==> src/rtl/dmux_pkg.sv <==
// Shared constants for the 4-channel serial deserializer.
package dmux_pkg;

  localparam int NCH       = 4;
  localparam int SEL_W     = 2;
  localparam int DEF_WIDTH = 8;

  // Bit-counter width for a given word width; at least one bit.
  function automatic int cnt_w(input int width);
    return (width <= 2) ? 1 : $clog2(width);
  endfunction

endpackage

==> src/rtl/dmux_deser_lane.sv <==
// One deserializer channel: LSB-first shift register, bit counter,
// one-deep holding register with valid/ready, sticky overrun flag.
module dmux_deser_lane
  import dmux_pkg::*;
#(
  parameter int WIDTH = DEF_WIDTH
) (
  input  logic             clk,
  input  logic             rst,
  input  logic             bit_en,
  input  logic             i,
  input  logic             ready,
  input  logic             ovr_clr,
  output logic [WIDTH-1:0] data,
  output logic             valid,
  output logic             overrun
);

  localparam int               CNT_W = cnt_w(WIDTH);
  localparam logic [CNT_W-1:0] LAST  = CNT_W'(WIDTH - 1);

  logic [WIDTH-1:0] shreg_q, shreg_d;
  logic [CNT_W-1:0] cnt_q, cnt_d;
  logic [WIDTH-1:0] data_q, data_d;
  logic             valid_q, valid_d;
  logic             ovr_q, ovr_d;

  logic [WIDTH-1:0] word;
  logic             done;

  assign word = {i, shreg_q[WIDTH-1:1]};
  assign done = bit_en && (cnt_q == LAST);

  always_comb begin
    shreg_d = shreg_q;
    cnt_d   = cnt_q;
    data_d  = data_q;
    valid_d = valid_q;
    ovr_d   = ovr_q;

    if (bit_en) begin
      if (done) begin
        shreg_d = '0;
        cnt_d   = '0;
      end else begin
        shreg_d = word;
        cnt_d   = cnt_q + 1'b1;
      end
    end

    if (valid_q && ready) valid_d = 1'b0;

    if (ovr_clr) ovr_d = 1'b0;

    // A consume in the same cycle frees the slot for the new word.
    if (done) begin
      if (!valid_q || ready) begin
        data_d  = word;
        valid_d = 1'b1;
      end else begin
        ovr_d = 1'b1;
      end
    end
  end

  always_ff @(posedge clk) begin
    if (rst) begin
      shreg_q <= '0;
      cnt_q   <= '0;
      data_q  <= '0;
      valid_q <= 1'b0;
      ovr_q   <= 1'b0;
    end else begin
      shreg_q <= shreg_d;
      cnt_q   <= cnt_d;
      data_q  <= data_d;
      valid_q <= valid_d;
      ovr_q   <= ovr_d;
    end
  end

  assign data    = data_q;
  assign valid   = valid_q;
  assign overrun = ovr_q;

endmodule

==> src/rtl/dmux_deser4.sv <==
// Four-channel word assembler behind the 1:4 bit demux: select decode
// plus NCH independent lanes.
module dmux_deser4
  import dmux_pkg::*;
#(
  parameter int WIDTH = DEF_WIDTH
) (
  input  logic                   clk,
  input  logic                   rst,
  input  logic                   in_valid,
  input  logic [SEL_W-1:0]       sel,
  input  logic                   i,
  output logic [NCH*WIDTH-1:0]   out_data,
  output logic [NCH-1:0]         out_valid,
  input  logic [NCH-1:0]         out_ready,
  output logic [NCH-1:0]         overrun,
  input  logic                   ovr_clr
);

  for (genvar n = 0; n < NCH; n++) begin : g_lane
    logic bit_en;
    assign bit_en = in_valid && (sel == SEL_W'(n));

    dmux_deser_lane #(.WIDTH(WIDTH)) u_lane (
      .clk     (clk),
      .rst     (rst),
      .bit_en  (bit_en),
      .i       (i),
      .ready   (out_ready[n]),
      .ovr_clr (ovr_clr),
      .data    (out_data[n*WIDTH +: WIDTH]),
      .valid   (out_valid[n]),
      .overrun (overrun[n])
    );
  end

endmodule

==> config.mk <==
export PLATFORM = sky130hd
export DESIGN_NAME = dmux_deser4
export DESIGN_NICKNAME = d
export VERILOG_FILES = /design/src/rtl/dmux_pkg.sv /design/src/rtl/dmux_deser_lane.sv /design/src/rtl/dmux_deser4.sv
export SDC_FILE = /design/constraint.sdc
export NUM_CORES = 1
export LEC_CHECK = 0
export ABC_AREA = 1
export CORE_MARGIN = 2
export CORE_UTILIZATION = 50
export CTS_BUF_LIST = sky130_fd_sc_hd__clkbuf_8
export DETAILED_ROUTE_END_ITERATION = 12
export PLACE_DENSITY = 0.8
export RECOVER_POWER = 50
export SYNTH_ARGS = -nofsm -noshare
export SYNTH_HDL_FRONTEND = slang
export SYNTH_HIERARCHICAL = 1
export SYNTH_SLANG_ARGS = --single-unit
==> constraint.sdc <==
create_clock -name clk -period 1.2 [get_ports clk]
set_input_delay 0.3 -clock clk [delete_from_list [all_inputs] [get_ports clk]]
set_output_delay 0.3 -clock clk [all_outputs]
set_load 0.01 [all_outputs]
==> results.sh, run 1 <==
export IMPL_status="finished, violations left"
export IMPL_violations="negative setup slack"
export IMPL_grt_pass1_wl_um=14200
export IMPL_syn2layout_area_growth_pct=51.6
export IMPL_synthSimpleGateAreaFrac_pct=24.7
export IMPL_crit_path_start_kind="flop"
export IMPL_rsz0062_at_grt="true"
export IMPL_io_buffers=50
export IMPL_period_share_pct=118
export IMPL_crit_type="reg -> reg"
export IMPL_required_ns=1.44
export IMPL_synthCells=432
export IMPL_drive_gt1_share_pct=49.0
export IMPL_fmax_mhz=708
export IMPL_grt_pass1_vias=3070
export IMPL_cts_tree="built"
export IMPL_synth_seq_cells=80
export IMPL_routabilityCongestion=0.797
export IMPL_peakVddDrop_mv=0.780
export IMPL_dr_pass1_iters=4
export IMPL_netlist_cell_type_count=16
export IMPL_grt_antenna_before_repair=0
export IMPL_arrival_ns=1.65
export IMPL_finalSetupViolations=59
export IMPL_synth_compound_area_share_pct=13.5
export IMPL_crit_path_end_kind="flop"
export IMPL_vias=3365
export IMPL_fin_util_pct=77.4
export IMPL_die_area_um2=7030
export IMPL_worstHoldStart="g_lane[0].u_lane/data[4]$_SDFFE_PP0P_"
export IMPL_core_area_um2=6240
export IMPL_hold_viol_final=0
export IMPL_antennaDiodeCount=0
export IMPL_synth_top_family_by_area="simple AND/OR/NAND/NOR gates"
export IMPL_initial_core_util_pct=51.1
export IMPL_path_clk_slew_ns=0.08
export IMPL_ioPinCount=51
export IMPL_max_slew_margin_rel_pct=83.0
export IMPL_worst_pin_slew_ns=0.253
export IMPL_yosys_warnings=6
export IMPL_clockRootBuffer="clkbuf_8"
export IMPL_clock_latency_ns=0.35
export IMPL_syn_area_um2=3190
export IMPL_die_w_um=83.9
export IMPL_path_max_fanout=8
export IMPL_p_leak_nw=2.10
export IMPL_wire_per_inst_um=15.5
export IMPL_p_per_area_nw_per_um2=1050
export IMPL_fin_crit_ns=1.41
export IMPL_muxShareOfSynthArea_pct=0
export IMPL_clock_path_buffers=2
export IMPL_htree_levels=3
export IMPL_met1Wirelength_um=3920
export IMPL_synth_xor_area_share_pct=0
export IMPL_synth_fa_ha_area_share_pct=3.14
export IMPL_final_setup_worst_slack_ns=-0.213
export IMPL_highest_layer="met4"
export IMPL_routed_wl_um=9780
export IMPL_fin_nets=569
export IMPL_drt_iter0_markers=195
export IMPL_viasPerCell=5.32
export IMPL_dieHeight_um=83.9
export IMPL_track_usage_pct=25.2
export IMPL_drv_cap=0
export IMPL_drc=0
export IMPL_finalHoldWorstSlack_ns=0.463
export IMPL_wl_met3_um=475
export IMPL_finClkSkew_ns=0.00480
export IMPL_syn_avg_cell_area_um2=7.38
export IMPL_grt_max_degree=18
export IMPL_grt_remaining_overflow=0
export IMPL_drv_slew=0
export IMPL_num_rows=29
export IMPL_ant_nets=0
export IMPL_min_path_type="reg -> reg"
export IMPL_seq_area_frac_synth_pct=50.2
export IMPL_synth_nets=451
export IMPL_crit_path_start="g_lane[2].u_lane/cnt_q[0]$_SDFFE_PP0P_"
export IMPL_cts_sinks=80
export IMPL_dp_hpwl_um=5010
export IMPL_numCtsBuffers=9
export IMPL_regToRegStartpoint="g_lane[2].u_lane/cnt_q[0]$_SDFFE_PP0P_"
export IMPL_met2WireLength_um=5090
==> cells by family after synthesis <==
family / Yosys count
adders and majority gates: 8
DFF: 80
buffers and inverters: 66
AOI/OAI and AO/OA: 84
and+or+nand+nor: 194
==> final timing paths <==
path | depth (start not counted) | slack (ns) | end
worst max-delay path | 6 | -0.21 | g_lane[2].u_lane/data[6]$_SDFFE_PP0P_
worst min-delay path | 2 | 0.46 | g_lane[0].u_lane/data[4]$_SDFFE_PP0P_
worst max register to register | 6 | -0.21 | g_lane[2].u_lane/data[6]$_SDFFE_PP0P_
worst min register to register | 2 | 0.46 | g_lane[0].u_lane/data[4]$_SDFFE_PP0P_
==> sequential cells by signal, summed over array words and instances, names as in the netlist <==
register,cells
g_lane.u_lane/shreg_q,28
g_lane.u_lane/data,32
g_lane.u_lane/overrun,4
g_lane.u_lane/cnt_q,12
g_lane.u_lane/valid,4
==> layer usage <==
| metal | global-route usage (%) | vias up |
|---|---|---|
| li1 | - | 1617 |
| met1 | 29.5 | 1586 |
| met2 | 44.9 | 131 |
| met3 | 3.96 | 31 |
| met4 | 11.6 | 0 |
| met5 | 0 | - |
==> cells in the mapped netlist <==
| master | count | area [µm²] |
|---|---|---|
| a21oi_1 | 76 | 380 |
| buf_2 | 4 | 20.0 |
| buf_4 | 4 | 30.0 |
| clkbuf_1 | 4 | 15.0 |
| clkinv_1 | 4 | 15.0 |
| dfxtp_1 | 80 | 1600 |
| ha_1 | 8 | 100 |
| inv_1 | 42 | 158 |
| inv_2 | 8 | 30.0 |
| nand2_1 | 110 | 413 |
| nand3_1 | 32 | 160 |
| nand4_1 | 4 | 25.0 |
| nor2_1 | 44 | 165 |
| nor2_2 | 4 | 25.0 |
| o21a_1 | 4 | 30.0 |
| o21ai_0 | 4 | 20.0 |
==> where the power goes <==
group          total, W  leakage (nW)  switching (W)  internal [W]
sequential      0.00269         0.667      0.0000223       0.00267
clock           0.00202         0.112       0.000968       0.00105
combinational  0.000371          1.32       0.000208      0.000162
==> area by class of cell <==
cell class,instances,area (µm²)
fill,398,1410
timing repair inverter,4,30.0
timing repair buffer,115,848
sequential,80,1660
clock inverter,5,47.5
multi-input combinational,286,1780
tap,77,96.3
inverter,54,226
clock buffer,11,151
==> placed cells by master, fill, tap and decap left out, types with 7 or more instances in the layout <==
cell and instances:
nand2_1 87, dfxtp_2 42, a21oi_1 23, nand2_2 14
clkdlybuf4s50_1 7, nand2_4 9, buf_2 40, dfxtp_1 37
buf_4 52, nor2_4 8, inv_1 43, clkinvlp_4 7
clkbuf_8 11, nor2_1 40, ha_4 8, a21oi_2 53
nand3_1 31, buf_6 11
==> repair_timing <==
item / in CTS / in global routing
setup endpoints to repair: 113 / 76
cloned: 6 / 1
hold buffers: 0 / 0
gates resized for setup: 260 / 67
pin swaps: 23 / 29
setup buffers: 12 / 4
==> worst max-delay path: stages (launching register included) <==
cell,delay (ns)
dfxtp_2,0.34
ha_4,0.16
ha_4,0.18
nand2_4,0.09
clkinvlp_4,0.22
a21oi_2,0.22
nor2_1,0.08
==> per-stage QoR <==
step	instances	setup WS [ns]	setup TNS [ns]	cell area [µm²]	power (W)
floorplan	432	0.00408	0	3270	0.00288
global placement	593	-0.558	-34.30	4150	0.00302
detailed placement	593	-0.596	-36.61	4150	0.00303
CTS	627	-0.110	-3.11	4630	0.00502
global route	632	-0.235	-7.73	4830	0.00526
finish	632	-0.213	-5.47	4830	0.00509
No activity file was read; power rests on OpenSTA's default activity.
==> run 2, diff against run 1 <==
Settings changed: CAP_MARGIN from default to 10, GPL_TIMING_DRIVEN from default to 0.
==> run 2 against run 1 <==
Compared with the run above: the flow still finishes with violations (negative setup slack); fmax increased by 9.0%; clock-buffer cell count unchanged; critical path depth increased by 2; die area unchanged.
==> results.sh, run 2 (same netlist as run 1, synthesis figures left out) <==
export IMPL_p_per_area_nw_per_um2=1030
export IMPL_placed_cells=559
export IMPL_grt_pass1_vias=2852
export IMPL_crit_path_end_kind="flop"
export IMPL_arrival_ns=1.57
export IMPL_syn2layout_area_growth_pct=48.8
export IMPL_ff2ff_path_depth=8
export IMPL_finClkSkew_ns=0.0144
export IMPL_vias=3323
export IMPL_holdPathEnd="g_lane[1].u_lane/overrun$_SDFF_PP0_"
export IMPL_core_area_um2=6240
export IMPL_drc=0
export IMPL_p_total_w=0.00486
export IMPL_drt_iter0_markers=140
export IMPL_grt_pass1_wl_um=12900
export IMPL_worst_pin_slew_ns=0.619
export IMPL_peakVddDrop_mv=0.972
export IMPL_fin_util_pct=76.0
export IMPL_final_cell_mix="nand2_1, dfxtp_2, inv_1, a21oi_2, buf_2"
export IMPL_fin_nets=548
export IMPL_ant_nets=0
export IMPL_hold_viol_final=0
export IMPL_largest_reg_flops=32
export IMPL_cts_sinks=80
export IMPL_crit_type="reg -> reg"
export IMPL_cts_tree="built"
export IMPL_path_clk_slew_ns=0.08
export IMPL_clockRootBuffer="clkbuf_8"
export IMPL_drv_cap=0
export IMPL_hold_buffers=0
export IMPL_htree_levels=3
export IMPL_clock_latency_ns=0.36
export IMPL_violations="negative setup slack"
export IMPL_max_slew_margin_rel_pct=58.7
export IMPL_final_cell_count_no_fill=611
export IMPL_fin_crit_ns=1.30
export IMPL_r2r_end="g_lane[3].u_lane/data[4]$_SDFFE_PP0P_"
export IMPL_register_area_um2=1660
export IMPL_grt_max_degree=14
export IMPL_regToRegStartpoint="g_lane[3].u_lane/cnt_q[0]$_SDFFE_PP0P_"
export IMPL_period_share_pct=108
export IMPL_multi_input_area_um2=1880
export IMPL_io_buffers=50
export IMPL_track_usage_pct=22.7
export IMPL_die_area_um2=7030
export IMPL_finalSetupViolations=43
export IMPL_dieHeight_um=83.9
export IMPL_dp_hpwl_um=4600
export IMPL_antennaDiodeCount=0
export IMPL_clock_path_buffers=2
export IMPL_min_path_cells=4
export IMPL_dr_pass1_iters=4
export IMPL_path_max_fanout=7
export IMPL_p_leak_nw=1.93
export IMPL_initial_core_util_pct=51.1
export IMPL_numCtsBuffers=9
export IMPL_rsz0062_at_grt="true"
export IMPL_routed_wl_um=9600
export IMPL_wire_per_inst_um=15.7
export IMPL_drv_slew=0
export IMPL_status="finished, violations left"
export IMPL_worstHoldStart="sel[1]"
export IMPL_routabilityCongestion=0.846
export IMPL_ff2ff_setup_slack_ns=-0.1
export IMPL_viasPerCell=5.44
export IMPL_final_common_cell="nand2_1"
export IMPL_min_path_type="in -> reg"
export IMPL_num_rows=29
export IMPL_place_area_um2=3870
export IMPL_fillCellCount=400
export IMPL_required_ns=1.47
export IMPL_crit_path_start_kind="flop"
export IMPL_fmax_mhz=772
export IMPL_grt_remaining_overflow=0
export IMPL_final_setup_worst_slack_ns=-0.0959
export IMPL_die_w_um=83.9
export IMPL_place_ws_ns=-0.821
export IMPL_drive_gt1_share_pct=49.8
export IMPL_final_area_um2=4740
export IMPL_ioPinCount=51
export IMPL_grt_antenna_before_repair=0
run 2: worst max-delay path by stage:
| stage | cells after the start | from | end |
|---|---|---|---|
| final | 8 | g_lane[3].u_lane/cnt_q[0]$_SDFFE_PP0P_ | g_lane[3].u_lane/data[4]$_SDFFE_PP0P_ |
| after global routing | 8 | g_lane[3].u_lane/cnt_q[1]$_SDFFE_PP0P_ | g_lane[3].u_lane/data[4]$_SDFFE_PP0P_ |
| after CTS | 6 | g_lane[2].u_lane/cnt_q[1]$_SDFFE_PP0P_ | g_lane[2].u_lane/shreg_q[7]$_SDFFE_PP0P_ |
| after detailed placement | 7 | sel[1] | g_lane[3].u_lane/shreg_q[3]$_SDFFE_PP0P_ |
| after global placement | 7 | sel[1] | g_lane[3].u_lane/shreg_q[2]$_SDFFE_PP0P_ |
| after floorplan | 8 | g_lane[1].u_lane/cnt_q[0]$_SDFFE_PP0P_ | g_lane[1].u_lane/data[5]$_SDFFE_PP0P_ |
run 2: power by group:
part           switching [W]  internal [W]
combinational       0.000190      0.000106
clock                0.00102      0.000858
sequential         0.0000201       0.00267
run 2: layout make-up:
| cell class | count | share of cell area (%) |
|---|---|---|
| inverters | 54 | 4.96 |
| clock inverters | 5 | 0.686 |
| repair buffers | 82 | 12.5 |
| multi-input cells | 290 | 39.7 |
| well taps | 77 | 2.03 |
| plain buffers | 12 | 1.90 |
| flip-flops and latches | 80 | 35.0 |
| clock buffers | 11 | 3.19 |
run 2: what timing repair did:
item	4_1_cts	5_1_grt
setup endpoints to repair	120	75
buffers inserted	19	9
gates cloned	6	2
pin swaps	8	27
gates resized for setup	260	104
run 2: worst max-delay path: stages, from the launching register on:
cell and delay, ns:
dfxtp_4 0.36, ha_4 0.16, ha_4 0.17, nand2_4 0.09
inv_6 0.05, buf_4 0.13, nand3_1 0.06, nand2_1 0.06
nor2_1 0.14
run 2: per-stage QoR:
| stage | hold slack (ns) | setup TNS (ns) |
|---|---|---|
| 6_report | 0.416 | -1.51 |
| 5_1_grt | 0.425 | -3.44 |
| 4_1_cts | 0.462 | -0.0978 |
| 3_5_place_dp | 0.453 | -52.49 |
| 3_3_place_gp | 0.454 | -49.25 |
| 2_1_floorplan | 0.443 | 0 |
run 2: routing by layer:
layer  vias to the layer above  wire length (µm)  GRT usage [%]
met5                         -                 0              0
met2                       124              4830           37.2
met4                         0               301           10.3
met3                        33               583           5.93
li1                       1579                 -              -
met1                      1587              3880           27.9
==> run 3, diff against run 2 <==
Settings changed: PLACE_DENSITY 0.8 to 0.78.
==> run 3 against run 2 <==
Compared with the run above: the run still ends with negative setup slack left; clock skew shrank 0.0033 ns; first-iteration DRC count up 16%; global-route usage grew 1.1 points; register-to-register slack hardly changed; sequential share of layout area is 0.78 points lower; flip-flop and latch count stayed put; critical endpoint is now g_lane[3].u_lane/shreg_q[5]$_SDFFE_PP0P_; largest cell class unchanged.
==> results.sh, run 3 (same netlist as run 1, synthesis figures left out) <==
export IMPL_cts_tree="built"
export IMPL_drt_iter0_markers=162
export IMPL_register_area_um2=1640
export IMPL_rsz0062_at_grt="true"
export IMPL_clock_latency_ns=0.35
export IMPL_grt_pass1_vias=2993
export IMPL_hold_viol_final=0
export IMPL_p_leak_nw=2.01
export IMPL_ant_nets=0
export IMPL_peakVddDrop_mv=0.753
export IMPL_fin_crit_ns=1.29
export IMPL_dr_pass1_iters=5
export IMPL_p_per_area_nw_per_um2=1070
export IMPL_path_clk_slew_ns=0.08
export IMPL_dieHeight_um=83.9
export IMPL_status="finished, violations left"
export IMPL_min_path_type="in -> reg"
export IMPL_cts_sinks=80
export IMPL_finClkSkew_ns=0.0111
export IMPL_power_frac_comb_pct=6.6
export IMPL_switchingPower_w=0.00116
export IMPL_final_common_cell="nand2_1"
export IMPL_final_setup_worst_slack_ns=-0.0922
export IMPL_dp_hpwl_um=4580
export IMPL_die_area_um2=7030
export IMPL_swShare_pct=22.7
export IMPL_track_usage_pct=23.7
export IMPL_path_max_fanout=5
export IMPL_internal_power_w=0.00395
export IMPL_crit_type="reg -> reg"
export IMPL_final_cell_count_no_fill=623
export IMPL_finalSetupViolations=47
export IMPL_die_w_um=83.9
export IMPL_drive_gt1_share_pct=43.4
export IMPL_grt_remaining_overflow=0
export IMPL_arrival_ns=1.57
export IMPL_largest_reg_flops=32
export IMPL_grt_max_degree=13
export IMPL_numCtsBuffers=9
export IMPL_clock_power_share_pct=40.7
export IMPL_num_rows=29
export IMPL_final_area_um2=4790
export IMPL_fmax_mhz=774
export IMPL_min_path_cells=4
export IMPL_syn2layout_area_growth_pct=50.4
export IMPL_fin_nets=561
export IMPL_viasPerCell=5.43
export IMPL_clock_path_buffers=2
export IMPL_initial_core_util_pct=51.1
export IMPL_fillCellCount=413
export IMPL_ioPinCount=51
export IMPL_max_slew_margin_rel_pct=60.5
export IMPL_grt_pass1_wl_um=13500
export IMPL_drc=0
export IMPL_p_seq_share_pct=52.7
export IMPL_fin_tns_setup_ns=-1.81
export IMPL_crit_path_end_kind="flop"
export IMPL_routed_wl_um=9680
export IMPL_worst_pin_slew_ns=0.593
export IMPL_period_share_pct=108
export IMPL_placed_cells=559
export IMPL_required_ns=1.48
export IMPL_drv_cap=0
export IMPL_io_buffers=50
export IMPL_wire_per_inst_um=15.5
export IMPL_ff2ff_path_depth=6
export IMPL_antennaDiodeCount=0
export IMPL_vias=3385
export IMPL_multi_input_area_um2=1800
export IMPL_drv_slew=0
export IMPL_routabilityCongestion=0.770
export IMPL_place_area_um2=3870
export IMPL_violations="negative setup slack"
export IMPL_grt_antenna_before_repair=0
export IMPL_final_cell_mix="nand2_1, dfxtp_1, inv_1"
export IMPL_clockRootBuffer="clkbuf_8"
export IMPL_core_area_um2=6240
export IMPL_htree_levels=3
export IMPL_crit_path_start_kind="flop"
[run 3: cell types whose count changed in the layout (fill, tap and decap cells not counted), moves of 6 or more]
cell | previous run | this run
dfxtp_2 | 45 | 26
dfxtp_1 | 34 | 52
a21oi_2 | 43 | 36
a21oi_1 | 32 | 38
buf_4 | 21 | 32
[run 3: path summary, 6_finish.rpt]
path,startpoint,end,slack (ns)
max reg2reg,g_lane[3].u_lane/cnt_q[0]$_SDFFE_PP0P_,g_lane[3].u_lane/shreg_q[5]$_SDFFE_PP0P_,-0.09
max,g_lane[3].u_lane/cnt_q[0]$_SDFFE_PP0P_,g_lane[3].u_lane/shreg_q[5]$_SDFFE_PP0P_,-0.09
min,sel[1],g_lane[0].u_lane/valid$_SDFF_PP0_,0.43
min reg2reg,g_lane[3].u_lane/data[5]$_SDFFE_PP0P_,g_lane[3].u_lane/data[5]$_SDFFE_PP0P_,0.46
[run 3: cell type report]
cell class / count / share of cell area [%]
clock buffer: 9 / 2.58
multi-input combinational: 288 / 37.6
inverter: 54 / 4.86
buffer: 12 / 1.96
clock inverter: 6 / 1.62
timing repair buffer: 97 / 15.1
sequential: 80 / 34.2
tap: 77 / 2.01
[run 3: per-layer routing]
metal | part of all wire (%) | wire (µm) | vias up | track usage [%]
met5 | 0 | 0 | - | 0
met4 | 3.1 | 304 | 0 | 12.2
met3 | 5.2 | 505 | 35 | 4.15
met2 | 51 | 4940 | 143 | 39.1
met1 | 41 | 3940 | 1608 | 29.8
li1 | - | - | 1599 | -
[run 3: worst max-delay path, cell delays in order (launching register included)]
cell	delay, ns
dfxtp_2	0.34
ha_4	0.16
ha_4	0.17
buf_6	0.13
nor2_4	0.18
nand2_2	0.09
a21oi_1	0.15
[run 3: power groups by stage]
stage / Sequential [W] / Clock [W] / Combinational (W)
2_1_floorplan: 0.00275 / 0 / 0.000129
3_3_place_gp: 0.00275 / 0 / 0.000207
3_5_place_dp: 0.00275 / 0 / 0.000212
4_1_cts: 0.00269 / 0.00210 / 0.000258
5_1_grt: 0.00269 / 0.00223 / 0.000362
6_report: 0.00269 / 0.00208 / 0.000338
[run 3: what timing repair did]
action | in CTS | in global routing
setup buffers | 20 | 23
hold buffers | 0 | 0
resized for setup | 262 | 84
setup endpoints to repair | 120 | 70
pin swaps | 9 | 38
gates cloned | 5 | 1
[run 3: stage by stage]
step	power [W]	utilization [%]	worst slack (ns)	hold slack, ns
final	0.00511	76.8	-0.0922	0.430
after global routing	0.00529	76.8	-0.119	0.435
after CTS	0.00504	70.2	-0.0188	0.468
after detailed placement	0.00296	62.0	-0.824	0.458
after global placement	0.00295	62.0	-0.773	0.454
after floorplan	0.00288	-	0.00408	0.443
